$ cat src/rtl/demux_16_1_collect.sv
// rtl/demux_16_1_collect.sv - 1:N registered bit demultiplexer/collector with word handshake
// Steers serial bits into word positions and presents the completed word on dout.
module demux_16_1_collect #(
  parameter int SEL_W           = 4,
  parameter int ALLOW_OVERWRITE = 0
) (
  input  logic                 clk,
  input  logic                 rst,
  input  logic                 din,
  input  logic [SEL_W-1:0]     s,
  input  logic                 din_valid,
  output logic                 din_ready,
  input  logic                 flush,
  output logic [(1<<SEL_W)-1:0] strb,
  output logic [SEL_W:0]       fill_cnt,
  output logic                 dup_err,
  output logic [(1<<SEL_W)-1:0] dout,
  output logic                 dout_valid,
  input  logic                 dout_ready
);

  localparam int N = 1 << SEL_W;

  typedef enum logic [0:0] {
    COLLECT = 1'b0,
    FULL    = 1'b1
  } state_t;

  state_t         state, state_n;
  logic [N-1:0]   buf_q, buf_n;
  logic [N-1:0]   mask, mask_n;
  logic [N-1:0]   strb_n;
  logic [N-1:0]   dout_n;
  logic [N-1:0]   pos;
  logic [N-1:0]   word_w;
  logic [N-1:0]   mask_w;
  logic [SEL_W:0] fill_n;
  logic           dup_n;
  logic           valid_n;
  logic           dup_hit;

  function automatic logic [SEL_W:0] popcount(input logic [N-1:0] v);
    logic [SEL_W:0] c;
    c = '0;
    for (int i = 0; i < N; i++) begin
      c = c + {{SEL_W{1'b0}}, v[i]};
    end
    return c;
  endfunction

  assign din_ready = (state == COLLECT);
  assign pos       = {{(N-1){1'b0}}, 1'b1} << s;
  assign dup_hit   = mask[s] && (ALLOW_OVERWRITE == 0);
  assign word_w    = din ? (buf_q | pos) : (buf_q & ~pos);
  assign mask_w    = mask | pos;

  always_ff @(posedge clk or posedge rst) begin
    if (rst) begin
      state      <= COLLECT;
      buf_q      <= '0;
      mask       <= '0;
      strb       <= '0;
      fill_cnt   <= '0;
      dup_err    <= 1'b0;
      dout       <= '0;
      dout_valid <= 1'b0;
    end else begin
      state      <= state_n;
      buf_q      <= buf_n;
      mask       <= mask_n;
      strb       <= strb_n;
      fill_cnt   <= fill_n;
      dup_err    <= dup_n;
      dout       <= dout_n;
      dout_valid <= valid_n;
    end
  end

  always_comb begin
    state_n = state;
    buf_n   = buf_q;
    mask_n  = mask;
    strb_n  = '0;
    dup_n   = 1'b0;
    dout_n  = dout;
    valid_n = dout_valid;
    case (state)
      COLLECT: begin
        // flush beats a same-cycle write: nothing of the write survives
        if (flush) begin
          buf_n  = '0;
          mask_n = '0;
        end else if (din_valid) begin
          if (dup_hit) begin
            dup_n = 1'b1;
          end else begin
            strb_n = pos;
            if (&mask_w) begin
              dout_n  = word_w;
              valid_n = 1'b1;
              buf_n   = '0;
              mask_n  = '0;
              state_n = FULL;
            end else begin
              buf_n  = word_w;
              mask_n = mask_w;
            end
          end
        end
      end
      FULL: begin
        if (dout_ready) begin
          valid_n = 1'b0;
          state_n = COLLECT;
        end
      end
      default: state_n = COLLECT;
    endcase
    fill_n = popcount(mask_n);
  end

endmodule

$ cat config.mk
export PLATFORM = sky130hd
export DESIGN_NAME = demux_16_1_collect
export DESIGN_NICKNAME = d
export VERILOG_FILES = /design/src/rtl/demux_16_1_collect.sv
export SDC_FILE = /design/constraint.sdc
export NUM_CORES = 1
export LEC_CHECK = 0
export CORE_MARGIN = 8
export CORE_UTILIZATION = 60
export CTS_CLUSTER_DIAMETER = 150
export DETAILED_ROUTE_END_ITERATION = 7
export GPL_TIMING_DRIVEN = 1
export PLACE_DENSITY = 0.91
export SETUP_SLACK_MARGIN = 0.05
export SYNTH_ARGS = -nofsm -noshare
export SYNTH_HDL_FRONTEND = slang
export SYNTH_SLANG_ARGS = --single-unit
$ cat constraint.sdc
create_clock -name clk -period 15.2 [get_ports clk]
set_clock_uncertainty 0.05 [all_clocks]
set_input_delay 3.04 -clock clk [delete_from_list [all_inputs] [get_ports clk]]
set_output_delay 3.04 -clock clk [all_outputs]
set_load 0.01 [all_outputs]
* After elaboration in Yosys (flattened, before gate mapping) *
Index checks and enable logic that the tools add are counted.

word-level totals
  bits in registers = 72
  word-level logic and storage cells = 75

operators by class
  $add $sub $neg = 15
  $lt $le $gt $ge = 1
  equal/unequal tests = 6
  shift operators = 1
  multiplexer cells = 32
  bitwise operators = 7
  reductions and logical operators = 5

operator list
  kind                                                count
  2-to-1 mux 16 bit                                   14
  adder 5 x 1 -> 5 bit                                11
  OR 16 bit                                           2
  AND reduction 20 bit                                1
  AND 16 bit                                          1
  inverter 16 bit                                     1
  AND reduction 16 bit                                1
  left shift 1 x 4 -> 16 bit, first input constant    1
  2-to-1 mux 1 bit                                    15
  != test 2 bit, second input constant                5
  adder 4 x 1 -> 5 bit                                1
  < comparator 4 x 5 -> 1 bit, second input constant  1
  AND reduction 5 bit                                 1
  adder 3 x 1 -> 4 bit                                1
  binary-select mux 1 bit (select 4 bit)              1
  one-hot mux 1 bit (2 select lines)                  2
  adder 2 x 1 -> 3 bit                                1
  inverter 1 bit                                      3
  AND reduction 3 bit                                 1
  adder 1 x 1 -> 2 bit                                1
  != test 2 x 1 -> 1 bit, second input constant       1
  nonzero test 2 bit                                  1

* Longest topological paths before layout *
Gate-level depths: netlist (run 1).

  depth after elaboration = 23
  gate-level depth with buffers = 23
  mapped depth without buffers = 18

* Least setup slack after synthesis (run 1) *
No wires, ideal clock.

  path kind = input -> register
  start point = input s[1]
  end point = register fill_cnt[4]
  setup time = 0.064 ns
  arrival = 7.995 ns
  required time = 15.086 ns
  setup slack = 7.091 ns
  stages on the path = 22
  path through = buf_6 -> buf_2 -> mux2_2 -> a32o_1 -> and3_1 -> and3_1 -> clkbuf_1 -> a22oi_2 -> clkbuf_1 -> o21ai_0 -> fa_1 -> inv_1 -> fa_1 -> inv_1 -> fa_1 -> fa_1 -> inv_1 -> ha_1 -> inv_1 -> fa_1 -> nor2b_1 -> o21a_1

on the way
  cells in the longest elaborated chain, start to end = 23
  elaborated cells on any way between the ends = 25
  classes of those cells = add/sub: 15; shift: 1; mux: 7; bitwise: 1; reduce/logical: 1

ends and longest elaborated chain
  what                                RTL line  source
  start, declared                     10        input logic [SEL_W-1:0] s,
  left shift 1 x 4 -> 16 bit          52        assign pos = {{(N-1){1'b0}}, 1'b1} << s;
  OR 16 bit                           55        assign mask_w = mask | pos;
  AND reduction 16 bit                98        if (&mask_w) begin
  2-to-1 mux 16 bit                   98
  2-to-1 mux 16 bit (*)               94        if (dup_hit) begin
  2-to-1 mux 16 bit (*)               93        end else if (din_valid) begin
  2-to-1 mux 16 bit (*)               90        if (flush) begin
  2-to-1 mux 16 bit (*)               87        case (state)
  adder 1 x 1 -> 2 bit                46        c = c + {{SEL_W{1'b0}}, v[i]};
  adder 2 x 1 -> 3 bit                46
  adder 3 x 1 -> 4 bit                46
  adder 4 x 1 -> 5 bit                46
  adder 5 x 1 -> 5 bit (10 in a row)  46
  adder 5 x 1 -> 5 bit (*)            46
  via fill_n[4]                       37        logic [SEL_W:0] fill_n;
  end signal, assigned                72        fill_cnt <= fill_n;
  end, declared                       15        output logic [SEL_W:0] fill_cnt,

The timed path passes the listed nets; every way through them passes the cells marked *. The select of a mux whose other input is x is not followed.
A chain may end at the register's enable or synchronous reset.

* Worst setup path after layout (run 1) *
Ends and elaborated chain as after synthesis.

==> results of run 1 <==
[layout by cell type, fill, tap and decap left out, types with 4 or more instances in the layout]
| master | instances |
|---|---|
| dfrtp_1 | 72 |
| clkdlybuf4s50_1 | 49 |
| nand2_1 | 32 |
| inv_1 | 24 |
| nor2_1 | 23 |
| mux2_2 | 22 |
| o21a_1 | 19 |
| o21ai_0 | 16 |
| o31ai_1 | 16 |
| o2bb2ai_1 | 16 |
| a211oi_1 | 16 |
| fa_1 | 10 |
| clkbuf_8 | 9 |
| nand3_1 | 7 |
| mux2_4 | 7 |
| nor2b_1 | 6 |
| mux2i_1 | 6 |
| ha_1 | 5 |
| nor3_1 | 4 |
[layer usage]
metal / global-route usage (%) / part of all wire [%] / vias to the layer above
li1: - / - / 1392
met4: 10.77 / 3.0 / 0
met5: 0 / 0 / -
met3: 4.125 / 6.6 / 30
met2: 32.81 / 49 / 160
met1: 25.44 / 41 / 1522
[worst register-to-register path: stages (launching register included)]
cell	delay, ns
dfrtp_1	0.41
mux2_2	0.28
a32o_1	0.29
and3_1	0.18
and3_1	0.55
a22oi_2	0.99
o21ai_0	0.32
fa_1	0.61
inv_1	0.05
fa_1	0.53
inv_1	0.05
fa_1	0.55
fa_1	0.41
inv_1	0.06
ha_1	0.16
inv_1	0.06
fa_1	0.41
nor2b_1	0.14
o21a_1	0.11
[cell usage after synthesis, types with 5 or more instances]
cell       number  area (sq um)
nand3_1         7         35.03
ha_1            5         62.56
nor2b_1         6         37.54
nand2_1        32         120.1
nor2_1         23         86.33
mux2i_1         6         60.06
mux2_4          7         105.1
o31ai_1        16         120.1
a211oi_1       16         120.1
inv_1          25         93.84
o21ai_0        16         80.08
fa_1           10         200.2
o2bb2ai_1      16         140.1
clkbuf_1       20         75.07
dfrtp_1        72          1802
mux2_2         22         247.7
o21a_1         19         142.6
[cell type report]
cell class / instances / area share, %
Clock buffer: 10 / 2.758
Clock inverter: 6 / 1.974
Inverter: 25 / 2.028
Multi-Input combinational cell: 241 / 41.13
Sequential cell: 72 / 38.94
Tap cell: 77 / 2.082
Timing Repair Buffer: 52 / 11.09
[state kept, by name, summed over array words and instances, names as in the netlist]
| name | flops |
|---|---|
| dout_valid | 1 |
| mask | 16 |
| strb | 16 |
| fill_cnt | 5 |
| dup_err | 1 |
| buf_q | 16 |
| dout | 16 |
| state | 1 |
[worst max-delay path by stage]
stage / endpoint / from / slack, ns
finish: fill_cnt[4]$_DFF_PP0_ / s[1] / 5.44
global route: fill_cnt[4]$_DFF_PP0_ / s[1] / 5.06
CTS: fill_cnt[4]$_DFF_PP0_ / s[1] / 5.49
detailed placement: fill_cnt[4]$_DFF_PP0_ / s[1] / 5.16
global placement: fill_cnt[4]$_DFF_PP0_ / s[1] / 5.34
floorplan: fill_cnt[4]$_DFF_PP0_ / s[1] / 7.09
[cells by family after synthesis]
family | Yosys count | share of synthesized area [%]
AO/OA/AOI/OAI | 98 | 18.70
XOR/XNOR | 2 | 0.4461
adder cells (fa/ha/maj) | 15 | 6.690
buffers and inverters | 52 | 5.671
flip-flops | 72 | 45.87
multiplexers | 37 | 11.66
AND/OR/NAND/NOR | 89 | 10.96
[per-stage QoR]
stage	hold slack [ns]	area, sq um	setup WS (ns)
after floorplan	0.4007	3928	7.091
after global placement	0.4114	4408	5.336
after detailed placement	0.4181	4408	5.160
after CTS	0.4397	4627	5.492
after global routing	0.4464	4627	5.061
final	0.4321	4627	5.444
[where the power goes]
group | internal (W) | leakage [nW] | switching [W]
clock network | 0.0000930 | 0.0991 | 0.0000771
logic | 0.0000130 | 1.05 | 0.0000244
registers | 0.000193 | 0.998 | 0.00000121
total | 0.000299 | 2.14 | 0.000103
==> metrics.cfg, run 1 <==
[cells_and_area]
syn_to_final_growth_pct=17.81
fill_cells=430
regArea_sq_um=1802
multi_input_area_sq_um=1903
instances_no_fill=483
fin_util_pct=72.87
num_antenna_cells=0
layout-drive-gt1-share_pct=12.56
nNetsFinal=426

[clocking]
hold_buffers=0
cts_made_buffers=9
insertion_delay_ns=0.36
cts_tree=yes
clk_pin_slew_ns=0.08
cts_resized=0
cts_buffer_depth=2
cts_sinks=72
post_cts_buffers=0
cts_root_buf=clkbuf_8
cts-htree-levels=3

[critical_path]
crit_type=input port to flop
r2r_setup_slack_ns=8.90
max_stage_delay_ns=1.10
crit_arrival_ns=10.00
crit_chain=clkdlybuf4s50_1 -> mux2_2 -> a32o_1 -> and3_1 -> and3_1 -> a22oi_2 -> o21ai_0 -> fa_1 -> inv_1 -> fa_1 -> inv_1 -> fa_1 -> fa_1 -> inv_1 -> ha_1 -> inv_1 -> fa_1 -> nor2b_1 -> o21a_1
path_max_fanout=34
r2r-start=mask[5]$_DFF_PP0_
rr_worst_depth=18
crit_buf_inv=5
slowest_stage=clkdlybuf4s50_1
cp_data_required_time_ns=15.45
end_kind=flop
rr_endpoint=fill_cnt[4]$_DFF_PP0_
cp_top_family=adder cells
worst-path-stages=19
cpMostUsedCell=fa_1
start_kind=input port

[synthesis]
yosys_register_bits=72
netlist_area_sq_um=3928
ys_types=43
synthFlopType=dfrtp_1
synthCells=365
avgSynthCellArea_sq_um=10.76
yosys_warnings=0
syn-num-nets=390
ys_async_sr_fraction_pct=100.0
seq_area_frac_synth_pct=45.87
synth_edf_count=0

[die]
core-area_sq_um=6350
dieArea_sq_um=9391
die_y_microns=96.91
ioPinCount=50
rows=29
die_w_microns=96.91
start_util_pct=61.85

[timing]
maxSlewViolCount=0
worst_pin_slew_ns=1.213
setup_tns_ns=0
finalSetupViolations=0
rsz0062_at_grt=false
fin_crit_sh_pct=64.19
hold_viol=0
period_needed_ns=9.756
max_freq_mhz=102.5
slew_headroom_pct=19.11

[drt]
vias_per_cell=6.427
drc_errors=0
wl_mm=9.604
first_pass_iters=5
postRouteAntennaNets=0
drt_first_iter_violations=444
vias=3104
wl_per_cell_microns=19.88

[placed_design]
numPortBuffers=49
dp_cells=467
gp_congestion=0.8966
dp_hpwl_mm=6.672

[min_path]
hp-class=flop to flop
worstHoldStart=dout_valid$_DFFE_PP0P_
min_delay_path_depth=2
whs_endpoint=dout_valid$_DFFE_PP0P_

[flow_run]
max-cap-violations=0

[power_and_ir_drop]
irDropWorstVdd_v=0.00009230
p_total_w=0.0004021
p_per_area_nw_per_um2=86.90
p_leak_nw=2.144

[grt]
grt_pass1_wl_mm=15.73
grt_max_degree=73
grt_pass1_vias=3081
overflow=0
grt_antenna_before_repair=0
grt_usage_pct=20.46

[outcome]
status=complete, no violations

No activity file was read; power rests on OpenSTA's default activity.
==> run 2: changes to the inputs <==
CORE_UTILIZATION = 50   (was 60)
PLACE_DENSITY = 0.81   (was 0.91)
clock period = 8.27 ns   (was 15.2 ns; I/O delays follow)
==> metrics.cfg, run 2 (synthesis results as in run 1) <==
[clocking]
cts_tree=yes
cts_sinks=72
cts_made_buffers=9
cts_root_buf=clkbuf_8
hold_buffers=0
insertion_delay_ns=0.35
cts_buffer_depth=2
clk_pin_slew_ns=0.08
cts_resized=0
post_cts_buffers=0
cts-htree-levels=3

[die]
core-area_sq_um=7687
ioPinCount=50
start_util_pct=51.09
rows=32
die_y_microns=104.6
die_w_microns=104.6
dieArea_sq_um=10950

[power_and_ir_drop]
power_frac_comb_pct=10.3
swShare_pct=27.45
irDropWorstVdd_v=0.00008223
cellInternalPower_w=0.0004911
p_sw_w=0.0001858
p_per_area_nw_per_um2=145.2
p_clk_share_pct=36.8
p_leak_nw=2.161
seqPwrFrac_pct=52.9

[placed_design]
gp_congestion=0.9392
dp_hpwl_mm=6.534
numPortBuffers=49
dp_cells=499

[critical_path]
crit_type=input port to flop
end_kind=flop
crit_arrival_ns=7.48
cp_data_required_time_ns=8.51
cp_top_family=adder cells
start_kind=input port
crit_buf_inv=6
slowest_stage=clkdlybuf4s50_1
cpMostUsedCell=fa_1
crit_chain=clkdlybuf4s50_1 -> mux2_2 -> a32o_1 -> and3_1 -> and3_1 -> buf_4 -> a211oi_1 -> o21ai_0 -> fa_1 -> inv_1 -> fa_1 -> inv_1 -> fa_1 -> fa_1 -> inv_1 -> ha_1 -> inv_1 -> fa_1 -> nor2b_1 -> o21a_1
max_stage_delay_ns=0.86
path_max_fanout=33

[flow_run]
max-cap-violations=0

[timing]
rsz0062_at_grt=false
setup_tns_ns=0
hold_viol=0
slew_headroom_pct=39.53
finalSetupViolations=0
period_needed_ns=7.244
max_freq_mhz=138.1
fin_crit_sh_pct=87.59
maxSlewViolCount=0
worst_pin_slew_ns=0.9071

[drt]
first_pass_iters=5
wl_mm=9.152
vias=3001
drt_first_iter_violations=246
wl_per_cell_microns=17.77
drc_errors=0
vias_per_cell=5.827
postRouteAntennaNets=0

[grt]
overflow=0
grt_antenna_before_repair=0
grt_usage_pct=17.20
grt_pass1_wl_mm=15.45
grt.met3_usage_pct=3.010
grt_max_degree=73
grt_pass1_vias=3000
top_usage_layer=met2
use_met1_pct=22.23
grtUsageMet2_pct=27.05

[cells_and_area]
instances_no_fill=515
fill_cells=636
regArea_sq_um=1802
num_antenna_cells=0
layout_common_cells=dfrtp_1 (72), clkdlybuf4s50_1 (49), nand2_1 (32), inv_1 (24), nor2_1 (23)
layout-drive-gt1-share_pct=14.04
mostFrequentLayoutCell=dfrtp_1
multi_input_area_sq_um=1903
nNetsFinal=433
syn_to_final_growth_pct=18.70

[min_path]
hp-class=flop to flop

[outcome]
status=complete, no violations

run 2: area by class of cell:
class	instances	share of cell area (%)
well taps	102	2.738
flip-flops and latches	72	38.65
repair buffers	59	12.13
multi-input cells	241	40.82
clock inverters	6	0.9125
clock buffers	10	2.738
inverters	25	2.013
run 2: worst reg2reg max path, cell delays in order (launching register included):
cell	delay, ns
dfrtp_1	0.44
mux2_2	0.28
a32o_1	0.26
and3_1	0.18
and3_1	0.18
buf_4	0.24
a211oi_1	0.36
o21ai_0	0.19
fa_1	0.60
inv_1	0.06
fa_1	0.53
inv_1	0.05
fa_1	0.55
fa_1	0.41
inv_1	0.06
ha_1	0.17
inv_1	0.06
fa_1	0.41
nor2b_1	0.14
o21a_1	0.12
run 2: stage by stage:
step / area (sq um) / total power [W] / utilization (%) / hold slack [ns] / setup WS [ns]
floorplan: 3928 / 0.0004109 / - / 0.4007 / 1.547
global placement: 4492 / 0.0004330 / 58.43 / 0.4084 / 0.8309
detailed placement: 4492 / 0.0004349 / 58.43 / 0.4114 / 0.7396
CTS: 4662 / 0.0006805 / 60.64 / 0.4302 / 1.077
global route: 4662 / 0.0007044 / 60.64 / 0.4530 / 0.7111
finish: 4662 / 0.0006769 / 60.64 / 0.4242 / 1.026
run 2: worst paths after layout:
check                                        from                     end  slack (ns)  cells after the start
min reg2reg                dout_valid$_DFFE_PP0P_  dout_valid$_DFFE_PP0P_        0.42                      2
max in group asynchronous                     rst   buf_q[15]$_DFFE_PP0P_        5.74                      3
min                        dout_valid$_DFFE_PP0P_  dout_valid$_DFFE_PP0P_        0.42                      2
max reg2reg                    mask[13]$_DFF_PP0_   fill_cnt[4]$_DFF_PP0_        2.89                     19
min in group asynchronous                     rst      mask[12]$_DFF_PP0_        1.82                      3
max                                          s[1]   fill_cnt[4]$_DFF_PP0_        1.03                     20
run 2: power by group through the flow:
stage                     Sequential (W)  Clock [W]  Combinational (W)
after floorplan                 0.000365          0          0.0000457
after global placement          0.000365          0          0.0000685
after detailed placement        0.000365          0          0.0000700
after CTS                       0.000358   0.000252          0.0000702
after global routing            0.000358   0.000268          0.0000776
final                           0.000358   0.000249          0.0000699
run 2: routing by layer:
layer | vias up | wire length [microns] | share of wire (%)
met3 | 29 | 524 | 5.7
met1 | 1447 | 3984 | 44
li1 | 1397 | - | -
met4 | 0 | 308 | 3.4
met2 | 128 | 4336 | 47
met5 | - | 0 | 0
